### config.mk
export PLATFORM = sky130hd
export DESIGN_NAME = pong_engine
export DESIGN_NICKNAME = d
export VERILOG_FILES = /design/src/rtl/pong_engine.sv
export SDC_FILE = /design/constraint.sdc
export NUM_CORES = 1
export LEC_CHECK = 0
export CORE_MARGIN = 2
export CORE_UTILIZATION = 55
export CTS_BUF_LIST = sky130_fd_sc_hd__clkbuf_4 sky130_fd_sc_hd__clkbuf_8 sky130_fd_sc_hd__clkbuf_16
export CTS_CLUSTER_DIAMETER = 100
export DETAILED_ROUTE_END_ITERATION = 6
export GPL_ROUTABILITY_DRIVEN = 0
export PLACE_DENSITY_LB_ADDON = 0.3
export SETUP_SLACK_MARGIN = 0.05
export SLEW_MARGIN = 20
export SYNTH_ARGS = -nofsm -noshare
export SYNTH_HDL_FRONTEND = slang
export SYNTH_SLANG_ARGS = --single-unit
### constraint.sdc
create_clock -name clk -period 3.2 [get_ports clk]
set_input_delay 0.96 -clock clk [delete_from_list [all_inputs] [get_ports clk]]
set_output_delay 0.96 -clock clk [all_outputs]
set_load 0.01 [all_outputs]
### src/rtl/pong_engine.sv
// pong_engine: ping-pong game core driving a one-hot ball on an LED strip, with a target-score menu and rally/point/over FSM.
// Latency: button/paddle edges act on the 3rd clk edge after the input rises; the ball steps once per prescaler tick.
// Backpressure: none; outputs are registered levels that the display mux samples whenever it likes.
//
// Ports:
//   clk, resetn                   clock, asynchronous active-low reset
//   btn_start                     start game from MENU (synchronised level)
//   btn_inc, btn_dec              MENU target +1 / -1 (synchronised rising edge)
//   btn_clr                       leave OVER/ERROR (synchronised rising edge)
//   paddle_l, paddle_r            player swings (synchronised rising edge)
//   led[N_LEDS-1:0]               one-hot ball position, zero outside RALLY/POINT
//   score_l, score_r, target      8-bit scores and winning score
//   state[2:0]                    0 MENU, 1 RALLY, 2 POINT, 3 OVER, 4 ERROR
//   winner[1:0]                   01 right, 10 left, 00 none
//
// Optional feature macro: PONG_SPEEDUP_EN -- each valid return raises a 0..3 speed
// level that halves the step period per level; the level drops to 0 on any state change.
module pong_engine #(
    parameter int N_LEDS      = 16,
    parameter int TICK_DIV    = 10_000_000,
    parameter int HIT_WIN     = 1,
    parameter int DEF_TARGET  = 5,
    parameter int MAX_TARGET  = 20,
    parameter int PAUSE_TICKS = 8
) (
    input  logic              clk,
    input  logic              resetn,
    input  logic              btn_start,
    input  logic              btn_inc,
    input  logic              btn_dec,
    input  logic              btn_clr,
    input  logic              paddle_l,
    input  logic              paddle_r,
    output logic [N_LEDS-1:0] led,
    output logic [7:0]        score_l,
    output logic [7:0]        score_r,
    output logic [7:0]        target,
    output logic [2:0]        state,
    output logic [1:0]        winner
);

    localparam int PW  = $clog2(N_LEDS);
    localparam int CW  = (TICK_DIV > 1) ? $clog2(TICK_DIV) : 1;
    localparam int PSW = (PAUSE_TICKS > 1) ? $clog2(PAUSE_TICKS) : 1;

    localparam logic [PW-1:0]  POS_MID      = PW'(N_LEDS / 2);
    localparam logic [PW-1:0]  POS_END_L    = PW'(N_LEDS - 1);
    localparam logic [PW-1:0]  POS_HIT_R_HI = PW'(HIT_WIN);
    localparam logic [PW-1:0]  POS_HIT_L_LO = PW'(N_LEDS - 1 - HIT_WIN);
    localparam logic [PW-1:0]  POS_HIT_L_HI = PW'(N_LEDS - 2);
    localparam logic [PSW-1:0] PAUSE_LAST   = PSW'(PAUSE_TICKS - 1);
    localparam logic [7:0]     TGT_DEF      = 8'(DEF_TARGET);
    localparam logic [7:0]     TGT_MAX      = 8'(MAX_TARGET);

    // dir = 1 moves toward the left end (increasing index)
    localparam logic DIR_L = 1'b1;
    localparam logic DIR_R = 1'b0;

    typedef enum logic [2:0] {
        ST_MENU  = 3'd0,
        ST_RALLY = 3'd1,
        ST_POINT = 3'd2,
        ST_OVER  = 3'd3,
        ST_ERROR = 3'd4
    } state_t;

    state_t          state_q, state_d;
    logic [PW-1:0]   pos_q, pos_d;
    logic            dir_q, dir_d, dir_eff;
    logic [7:0]      score_l_q, score_l_d, score_r_q, score_r_d;
    logic [7:0]      target_q, target_d;
    logic [1:0]      winner_q, winner_d;
    logic            lock_l_q, lock_l_d, lock_r_q, lock_r_d;
    logic [PSW-1:0]  pause_q, pause_d;
    logic [CW-1:0]   presc_q, presc_d;
    logic [31:0]     period;
    logic            tick;
`ifdef PONG_SPEEDUP_EN
    logic [1:0]      level_q, level_d;
    logic            ret;
`endif

    // Input synchronisers: bit 5 start (level only), bits 4..0 edge-detected
    // {inc, dec, clr, paddle_l, paddle_r}.
    logic [5:0] sync1_q, sync2_q;
    logic [4:0] prev_q, rise;
    logic       start_lvl, inc_rise, dec_rise, clr_rise, pl_rise, pr_rise;

    always_ff @(posedge clk or negedge resetn) begin
        if (!resetn) begin
            sync1_q <= '0;
            sync2_q <= '0;
            prev_q  <= '0;
        end else begin
            sync1_q <= {btn_start, btn_inc, btn_dec, btn_clr, paddle_l, paddle_r};
            sync2_q <= sync1_q;
            prev_q  <= sync2_q[4:0];
        end
    end

    assign rise      = sync2_q[4:0] & ~prev_q;
    assign start_lvl = sync2_q[5];
    assign inc_rise  = rise[4];
    assign dec_rise  = rise[3];
    assign clr_rise  = rise[2];
    assign pl_rise   = rise[1];
    assign pr_rise   = rise[0];

    // Step period; >= compare keeps the tick sane if the period shrinks mid-count.
    always_comb begin
`ifdef PONG_SPEEDUP_EN
        period = 32'(TICK_DIV) >> level_q;
        if (period == 32'd0) begin
            period = 32'd1;
        end
`else
        period = 32'(TICK_DIV);
`endif
        tick = (presc_q >= CW'(period - 32'd1));
    end

    always_ff @(posedge clk or negedge resetn) begin
        if (!resetn) begin
            state_q   <= ST_MENU;
            pos_q     <= POS_MID;
            dir_q     <= DIR_L;
            score_l_q <= '0;
            score_r_q <= '0;
            target_q  <= TGT_DEF;
            winner_q  <= '0;
            lock_l_q  <= 1'b0;
            lock_r_q  <= 1'b0;
            pause_q   <= '0;
            presc_q   <= '0;
`ifdef PONG_SPEEDUP_EN
            level_q   <= '0;
`endif
        end else begin
            state_q   <= state_d;
            pos_q     <= pos_d;
            dir_q     <= dir_d;
            score_l_q <= score_l_d;
            score_r_q <= score_r_d;
            target_q  <= target_d;
            winner_q  <= winner_d;
            lock_l_q  <= lock_l_d;
            lock_r_q  <= lock_r_d;
            pause_q   <= pause_d;
            presc_q   <= presc_d;
`ifdef PONG_SPEEDUP_EN
            level_q   <= level_d;
`endif
        end
    end

    always_comb begin
        state_d   = state_q;
        pos_d     = pos_q;
        dir_d     = dir_q;
        dir_eff   = dir_q;
        score_l_d = score_l_q;
        score_r_d = score_r_q;
        target_d  = target_q;
        winner_d  = winner_q;
        lock_l_d  = lock_l_q;
        lock_r_d  = lock_r_q;
        pause_d   = pause_q;
`ifdef PONG_SPEEDUP_EN
        ret       = 1'b0;
`endif

        case (state_q)
            ST_MENU: begin
                if (start_lvl) begin
                    if (target_q == 8'd0) begin
                        state_d = ST_ERROR;
                    end else begin
                        state_d   = ST_RALLY;
                        score_l_d = '0;
                        score_r_d = '0;
                        pos_d     = POS_MID;
                        dir_d     = DIR_L;
                        lock_l_d  = 1'b0;
                        lock_r_d  = 1'b0;
                    end
                end else if (inc_rise && !dec_rise) begin
                    if (target_q < TGT_MAX) target_d = target_q + 8'd1;
                end else if (dec_rise && !inc_rise) begin
                    if (target_q != 8'd0) target_d = target_q - 8'd1;
                end
            end

            ST_RALLY: begin
                // Both paddles judged against the pre-press direction; only the
                // paddle the ball is heading toward can return it.
                if (pr_rise) begin
                    if (dir_q == DIR_R && pos_q != '0 && pos_q <= POS_HIT_R_HI && !lock_r_q) begin
                        dir_eff = DIR_L;
`ifdef PONG_SPEEDUP_EN
                        ret     = 1'b1;
`endif
                    end else begin
                        lock_r_d = 1'b1;
                    end
                end
                if (pl_rise) begin
                    if (dir_q == DIR_L && pos_q >= POS_HIT_L_LO && pos_q <= POS_HIT_L_HI && !lock_l_q) begin
                        dir_eff = DIR_R;
`ifdef PONG_SPEEDUP_EN
                        ret     = 1'b1;
`endif
                    end else begin
                        lock_l_d = 1'b1;
                    end
                end
                dir_d = dir_eff;

                if (tick) begin
                    if (pos_q == '0 && dir_eff == DIR_R) begin
                        score_l_d = score_l_q + 8'd1;
                        lock_l_d  = 1'b0;
                        lock_r_d  = 1'b0;
                        pause_d   = '0;
                        if (score_l_q + 8'd1 == target_q) begin
                            state_d  = ST_OVER;
                            winner_d = 2'b10;
                        end else begin
                            state_d  = ST_POINT;
                        end
                    end else if (pos_q == POS_END_L && dir_eff == DIR_L) begin
                        score_r_d = score_r_q + 8'd1;
                        lock_l_d  = 1'b0;
                        lock_r_d  = 1'b0;
                        pause_d   = '0;
                        if (score_r_q + 8'd1 == target_q) begin
                            state_d  = ST_OVER;
                            winner_d = 2'b01;
                        end else begin
                            state_d  = ST_POINT;
                        end
                    end else if (dir_eff == DIR_L) begin
                        pos_d = pos_q + PW'(1);
                    end else begin
                        pos_d = pos_q - PW'(1);
                    end
                end
            end

            ST_POINT: begin
                // Ball sits on the end it fell off; that end tells who scored,
                // and the serve heads toward the scorer.
                if (tick) begin
                    if (pause_q >= PAUSE_LAST) begin
                        state_d = ST_RALLY;
                        pos_d   = POS_MID;
                        dir_d   = (pos_q == '0) ? DIR_L : DIR_R;
                    end else begin
                        pause_d = pause_q + PSW'(1);
                    end
                end
            end

            ST_OVER: begin
                if (clr_rise) begin
                    state_d   = ST_MENU;
                    score_l_d = '0;
                    score_r_d = '0;
                    winner_d  = '0;
                end
            end

            ST_ERROR: begin
                if (clr_rise) begin
                    state_d  = ST_MENU;
                    target_d = TGT_DEF;
                end
            end

            default: state_d = ST_MENU;
        endcase

        // Prescaler restarts on every state entry so each state gets full ticks.
        if (state_d != state_q || tick) begin
            presc_d = '0;
        end else begin
            presc_d = presc_q + CW'(1);
        end

`ifdef PONG_SPEEDUP_EN
        level_d = level_q;
        if (ret && level_q != 2'd3) level_d = level_q + 2'd1;
        if (state_d != state_q) level_d = '0;
`endif
    end

    always_comb begin
        led = '0;
        if (state_q == ST_RALLY || state_q == ST_POINT) begin
            led[pos_q] = 1'b1;
        end
    end

    assign score_l = score_l_q;
    assign score_r = score_r_q;
    assign target  = target_q;
    assign state   = state_q;
    assign winner  = winner_q;

endmodule

* Word-level counts from Yosys, hierarchy flattened *
Index checks and enable logic that the tools add are counted.
W data, S select, Z words.

word-level totals
  input port bits = 8
  output and inout port bits = 45
  register bits after elaboration = 80
  word-level logic and storage cells = 177

cells by class
  add/sub/neg operators = 8
  order comparisons = 8
  equal/unequal tests = 27
  bitwise logic cells = 4
  reductions and logical operators = 37
  muxes and demuxes = 79

operators by type and width
  kind                     number
  $mux W8                  14
  $pmux W8 S3              2
  $mux W3                  13
  $mux W4                  8
  $ne A2 B2 Y1 const B     13
  $mux W1                  25
  $add A24 B1 Y24 const B  1
  $add A8 B1 Y8 const B    3
  $ge A24 B24 Y1 const B   1
  $mux W24                 1
  $ne A3 B3 Y1 const B     6
  $reduce_and A6 Y1        3
  $eq A8 B8 Y1             2
  $mux W16                 1
  $pmux W8 S2              1
  $mux W2                  6
  $pmux W3 S4              1
  $pmux W4 S3              1
  $logic_and A1 B1 Y1      11
  $reduce_and A5 Y1        2
  $logic_not A8 Y1         1
  $lt A8 B5 Y1 const B     1
  $reduce_and A8 Y1        1
  $reduce_bool A2 Y1       4
  33 further kinds         41

* Depth between registers and ports, before layout *
Gate-level depths: netlist of run 1.

  depth in word-level cells = 17
  gate-level depth with buffers = 11
  mapped depth without buffers = 11

* Worst setup path before layout of run 1 *
Ideal clock, no wire load.

  path kind = register -> output
  start = reg state_q[1] (netlist: state[1])
  end = out led[0]
  arrival = 1.529 ns
  setup slack = 0.711 ns
  data required time = 2.240 ns
  cell stages (with the launch flop) = 6
  path buffers = 1
  cell sequence = dfrtp_1 > buf_6 > or3b_2 > nand2_1 > nand2_1 > nor3_1

between the ends
  word-level cells in the longest chain between the ends = 3
  elaborated cells between the ends (all ways) = 4
  classes of those cells = 2 x eq/ne; 1 x mux; 1 x reduce/logical

ends and longest elaborated chain
  what                                                 RTL line  RTL
  start: declaration                                   67        state_t state_q, state_d;
  start signal: assignment                             139       state_q <= state_d;
  $eq A3 B1 Y1 / $eq A3 B2 Y1 (equally long branches)  298       if (state_q == ST_RALLY || state_q == ST_POINT) begin
  $logic_or A1 B1 Y1 *                                 298
  $mux W16 *                                           298
  end: declaration                                     34        output logic [N_LEDS-1:0] led,

Mark *: on every way between the ends. The rest lies on a longest branch, timed or not.

* Final worst setup path of run 1 *
  start = reg state_q[1] (netlist: state[1])
  end = out led[6]

The elaborated chain is that of the path after synthesis.

==> flow_metrics.tcl, run 1 <==
set metrics [dict create \
    status "complete, no violations" \
    power.net_switching_mw 1.160 \
    drt_iter0_markers 277 \
    core_mm2 0.008299 \
    syn-cell-area_mm2 0.004752 \
    synth_most_common_cell "dfrtp_1" \
    finalSetupTns_ns 0 \
    met3_usage_pct 4.841 \
    cts_tree "done" \
    worstSetupEndpointType "output port" \
    h-tree-depth 3 \
    drcViolationCount 0 \
    synthCells 526 \
    cts_root_buf "clkbuf_8" \
    final_cell_area_mm2 0.005583 \
    synthDistinctLibCells 68 \
    yosys_most_used_dff "dfrtp_1" \
    antenna_found_initial 0 \
    grtUsageTotal_pct 23.48 \
    clock_latency_ns 0.35 \
    final_cells 686 \
    ys_ff_latch 80 \
    switching_share_pct 35.47 \
    seq_area_frac_synth_pct 42.23 \
    final_util_pct 67.27 \
    clk_pin_slew_worst_paths_ns 0.08 \
    yosys.area.top_type "dfrtp_1" \
    crit_start "state[1]" \
    rsz0062_at_grt "false" \
    timing_hold_violations_final 0 \
    dr.pass1.iters 5 \
    vias 4096 \
    vias_per_cell 5.971 \
    ys_top_cells_by_count "dfrtp_1, nor2_1, nand2_1" \
    port_buffers 52 \
    grt_util_met1_pct 31.25 \
    grt_max_degree 43 \
    cp.arrival_ns 2.10 \
    finalWirelength_um 10780 \
    synth_enable_flop_cells 0 \
    p_total_mw 3.269 \
    p_per_area_mw_per_mm2 585.5 \
    die_x_um 96.95 \
    numCtsBuffers 9 \
    antenna_left 0 \
    dieArea_mm2 0.009399 \
    grt_pass1_vias 3931 \
    finalCriticalPeriod_ns 3.064 \
    syn_nets 551 \
    max_slew_margin_pct 52.26 \
    p_int_mw 2.109 \
    crit_path_max_fanout 6 \
    ys_async_sr_fraction_pct 100.0 \
    leakage_nw 2.501 \
    seqPwrFrac_pct 42.8 \
    worst_pin_slew_ns 0.6980 \
    ioPinCount 53 \
    placed_cell_area_mm2 0.005374 \
    ir_worst_vdd_mv 0.3141 \
    path_class "flop to output port" \
    yosys-top-cells-area "dfrtp_1, nor2_1, xor2_1" \
    dp.cells 670 \
    synthDominantCellAreaShare_pct 40.02 \
    cp-start-kind "flop" \
    period_share_pct 95.76 \
    routedWlPerCell_um 15.71 \
    setup_viol_count_final 0 \
    rows 33 \
    clockBufferDepth 2 \
    grt_pass1_wl_um 18400 \
    pwr-share-clk_pct 23.6 \
    regToRegStartpoint "pos_q[0]" \
    hold_start "sync1_q[4]" \
    grt-ovfl-total 0 \
    fmax_mhz 326.3 \
    maxCapViolCount 0 \
    syn_to_final_growth_pct 17.48 \
    hold_class "flop to flop" \
    dieHeight_um 96.95 \
    drive_above_1_share_pct 8.434 \
    grt_most_used_layer "met2" \
    maxSlewViolCount 0 \
    start_util_pct 57.26 \
    diodes 0 \
    syn_area_per_cell_um2 9.034 \
    post-dp-hpwl_um 7784 \
    p_comb_share_pct 33.7 \
    crit_required_ns 2.24 \
    yosysWarnings 0 \
    grt_util_met2_pct 38.19 \
    cts.sinks 80 \
    nets 601 \
    finalClockSkew_ns 0.008683 \
]
routing by layer:
| metal | vias to the layer above | routed length [µm] |
|---|---|---|
| met3 | 26 | 637 |
| met1 | 1937 | 4733 |
| met5 | - | 0 |
| met2 | 155 | 5184 |
| li1 | 1978 | - |
| met4 | 0 | 224 |
critical path, cell delays in order, from the launching register on:
cell	delay, ns
dfrtp_1	0.40
or3b_1	0.44
nand2_4	0.13
nand2_1	0.12
nor2_1	0.12
clkdlybuf4s50_1	0.54
cell families (layout without fill, tap and decap cells):
logic type | count (synthesis) | in the layout | synth area share (%)
AND/OR/NAND/NOR | 229 | 229 | 24.07
adder cells (fa/ha/maj) | 17 | 17 | 4.634
multiplexers | 6 | 6 | 1.290
buffers and inverters | 32 | 87 | 2.791
AO/OA/AOI/OAI | 112 | 112 | 15.77
XOR/XNOR | 50 | 50 | 9.215
flip-flops | 80 | 80 | 42.23
cells in the final DEF, fill, tap and decap left out, types with 3 or more instances in the layout:
cell type and n:
dfrtp_1 76, nand4_1 11, xor2_1 28, xnor2_1 22
a21o_1 5, nand3_1 23, buf_4 10, clkdlybuf4s50_1 40
nand2_1 50, a31oi_1 4, nor2b_1 3, nor3_1 18
inv_1 10, and3_1 15, or3_1 4, o211ai_1 3
o31ai_1 11, nor2_1 71, ha_1 16, clkbuf_8 10
dfstp_2 4, dlygate4sd2_1 9, nand2b_1 8, mux2i_1 5
nor4_1 4, a22oi_1 3, a2111oi_0 3, o21ai_0 34
a21oi_1 19
stage by stage:
stage | worst slack [ns] | hold WS [ns]
finish | 0.1357 | 0.3516
global route | 0.05749 | 0.3628
CTS | 0.05041 | 0.3550
detailed placement | 0.2803 | 0.3364
global placement | 0.3551 | 0.3326
floorplan | 0.7113 | 0.3312
power by group through the flow:
| stage | Combinational (mW) | Clock (mW) | Sequential [mW] |
|---|---|---|---|
| after detailed placement | 1.12 | 0 | 1.42 |
| after CTS | 1.11 | 0.788 | 1.40 |
| after global routing | 1.22 | 0.836 | 1.43 |
| final | 1.10 | 0.771 | 1.40 |
| after floorplan | 0.804 | 0 | 1.33 |
| after global placement | 1.08 | 0 | 1.41 |
final timing paths:
path                         endpoint  slack, ns  cells past startpoint
setup reg to reg            winner[0]       0.27                      9
hold / removal             sync2_q[4]       0.35                      0
max in group asynchronous       dir_q       1.92                      2
setup / recovery               led[6]       0.14                      5
min in group asynchronous   prev_q[1]       0.58                      1
hold reg to reg            sync2_q[4]       0.35                      0
sequential cells by signal (all words and copies together) (netlist names):
register / flops
presc_q: 24
score_l: 8
score_r: 8
target: 8
sync1_q: 6
sync2_q: 6
prev_q: 5
pos_q: 4
pause_q: 3
state: 3
winner: 2
dir_q: 1
lock_l_q: 1
lock_r_q: 1
cell type report:
| cell class | count | area, µm² |
|---|---|---|
| multi-input combinational | 414 | 2623 |
| clock inverter | 4 | 52.55 |
| sequential | 80 | 2007 |
| fill | 691 | 2716 |
| clock buffer | 12 | 152.6 |
| inverter | 10 | 37.54 |
| tap | 105 | 131.4 |
| timing repair buffer | 61 | 579.3 |
what timing repair did:
action | 4_1_cts | 5_1_grt
endpoints found under the setup margin | 16 | 8
hold buffers | 0 | 0
setup buffers | 0 | 0
resized for setup | 11 | 4
No activity file was read; power rests on OpenSTA's default activity.
==> run 2: changes to the inputs <==
- CTS_CLUSTER_DIAMETER: 100 -> default
==> results of run 2 <==
Same layout as run 1: the final DEF is identical, and so are final timing and power.
==> run 3: changes to the inputs <==
- GPL_ROUTABILITY_DRIVEN: 0 -> 1
==> flow_metrics.tcl, run 3 (synthesis results as in run 1) <==
set metrics [dict create \
    die_x_um 96.95 \
    ir_worst_vdd_mv 0.2897 \
    syn_to_final_growth_pct 17.85 \
    maxSlewViolCount 0 \
    clock_latency_ns 0.36 \
    vias 4107 \
    core_mm2 0.008299 \
    place.gp.congestion 0.8889 \
    timing.hold.ws_ns 0.3563 \
    cts_tree "done" \
    regMostFlops "presc_q" \
    min_path_cells 0 \
    dr.pass1.iters 5 \
    drive_above_1_share_pct 8.763 \
    r2r_cells 11 \
    critPathMaxStageDelay_ns 0.54 \
    final_util_pct 67.48 \
    port_buffers 52 \
    dieArea_mm2 0.009399 \
    grt_max_degree 43 \
    fillers 661 \
    final_cell_area_mm2 0.005600 \
    p_per_area_mw_per_mm2 589.6 \
    grt_pass1_vias 3919 \
    diodes 0 \
    start_util_pct 57.26 \
    cp-start-kind "flop" \
    post-dp-hpwl_um 7942 \
    routedWlPerCell_um 16.23 \
    numCtsBuffers 9 \
    grt-ovfl-total 0 \
    crit_chain "or3b_4, nand2_4, nand2_1, nor2_1, clkdlybuf4s50_1" \
    regToRegStartpoint "sync2_q[4]" \
    postCtsHoldBufs 0 \
    dieHeight_um 96.95 \
    rrSetupSlack_ns 0.38 \
    finalSetupTns_ns 0 \
    hold_path_end "sync2_q[3]" \
    cp_num_buf_inv 1 \
    cts_root_buf "clkbuf_8" \
    period_share_pct 95.69 \
    maxCapViolCount 0 \
    leakage_nw 2.477 \
    rows 33 \
    path_class "flop to output port" \
    drcViolationCount 0 \
    finalWirelength_um 11150 \
    clk_pin_slew_worst_paths_ns 0.09 \
    nets 602 \
    fmax_mhz 326.6 \
    h-tree-depth 3 \
    timing_hold_violations_final 0 \
    vias_per_cell 5.978 \
    status "complete, no violations" \
    cts.sinks 80 \
    antenna_left 0 \
    p_total_mw 3.302 \
    final_cell_mix "dfrtp_1, nor2_1, nand2_1" \
    drt_iter0_markers 250 \
    placed_cell_area_mm2 0.005386 \
    path_delay_family "simple AND/OR/NAND/NOR gates" \
    clockBufferDepth 2 \
    ioPinCount 53 \
    grt_pass1_wl_um 18470 \
    max_slew_margin_pct 52.33 \
    hold_class "flop to flop" \
    crit_required_ns 2.24 \
    worstSetupEndpointType "output port" \
    setup_viol_count_final 0 \
    largest_reg_flops 24 \
    grtUsageTotal_pct 24.04 \
    crit_path_max_fanout 6 \
    cp.arrival_ns 2.10 \
    rsz0062_at_grt "false" \
    r2r-end "target[7]" \
    slowest_stage "clkdlybuf4s50_1" \
    antenna_found_initial 0 \
    worst_pin_slew_ns 0.6970 \
    hold_start "sync1_q[3]" \
    finalCriticalPeriod_ns 3.062 \
    finalClockSkew_ns 0.009948 \
    layout_commonest_cell "dfrtp_1" \
]
-- run 3: cell types whose count changed in the layout (fill, tap and decap cells not counted) --
cell,change
clkinv_4,+1
clkbuf_8,-1
dlymetal6s2s_1,-1
buf_12,+1
and2_0,+1
or3b_4,+1
dlygate4sd2_1,-2
clkinvlp_4,+1
clkbuf_4,-1
or3b_1,-1
clkdlybuf4s50_1,+3
and2_1,-1
-- run 3: layer usage --
metal / wire (µm) / GRT usage [%] / up-vias
met5: 0 / 0 / -
met4: 210 / 8.234 / 0
met3: 608 / 3.757 / 26
met2: 5429 / 39.96 / 140
met1: 4904 / 32.15 / 1966
li1: - / - / 1975
-- run 3: worst max-delay path by stage --
stage	start	endpoint	depth (start not counted)	slack, ns
6_report	state[0]	led[5]	5	0.14
5_1_grt	state[0]	led[5]	5	0.05
4_1_cts	state[1]	led[10]	5	0.12
3_5_place_dp	state[0]	led[1]	5	0.27
3_3_place_gp	state[0]	led[2]	5	0.35
2_1_floorplan	state[1]	led[0]	5	0.71
-- run 3: timing repair --
| action | in CTS | in global routing |
|---|---|---|
| setup endpoints to repair | 16 | 7 |
| resized for setup | 10 | 2 |
| buffers inserted | 0 | 1 |
-- run 3: through the flow --
| stage | setup slack [ns] | cells |
|---|---|---|
| 5_1_grt | 0.05348 | 687 |
| 6_report | 0.1379 | 687 |
| 3_5_place_dp | 0.2694 | 670 |
| 4_1_cts | 0.1170 | 686 |
| 2_1_floorplan | 0.7113 | 526 |
| 3_3_place_gp | 0.3506 | 670 |
-- run 3: area by class of cell --
| class | instances | area, µm² | area share [%] |
|---|---|---|---|
| Clock buffer | 10 | 131.4 | 2.346 |
| Clock inverter | 6 | 68.82 | 1.229 |
| Inverter | 10 | 37.54 | 0.6702 |
| Multi-Input combinational cell | 414 | 2625 | 46.87 |
| Sequential cell | 80 | 2007 | 35.84 |
| Tap cell | 105 | 131.4 | 2.346 |
| Timing Repair Buffer | 62 | 599.3 | 10.70 |
-- run 3: where the power goes --
part	total (mW)	internal [mW]	switching [mW]
logic	1.14	0.561	0.579
registers	1.40	1.16	0.237
clock network	0.762	0.373	0.389
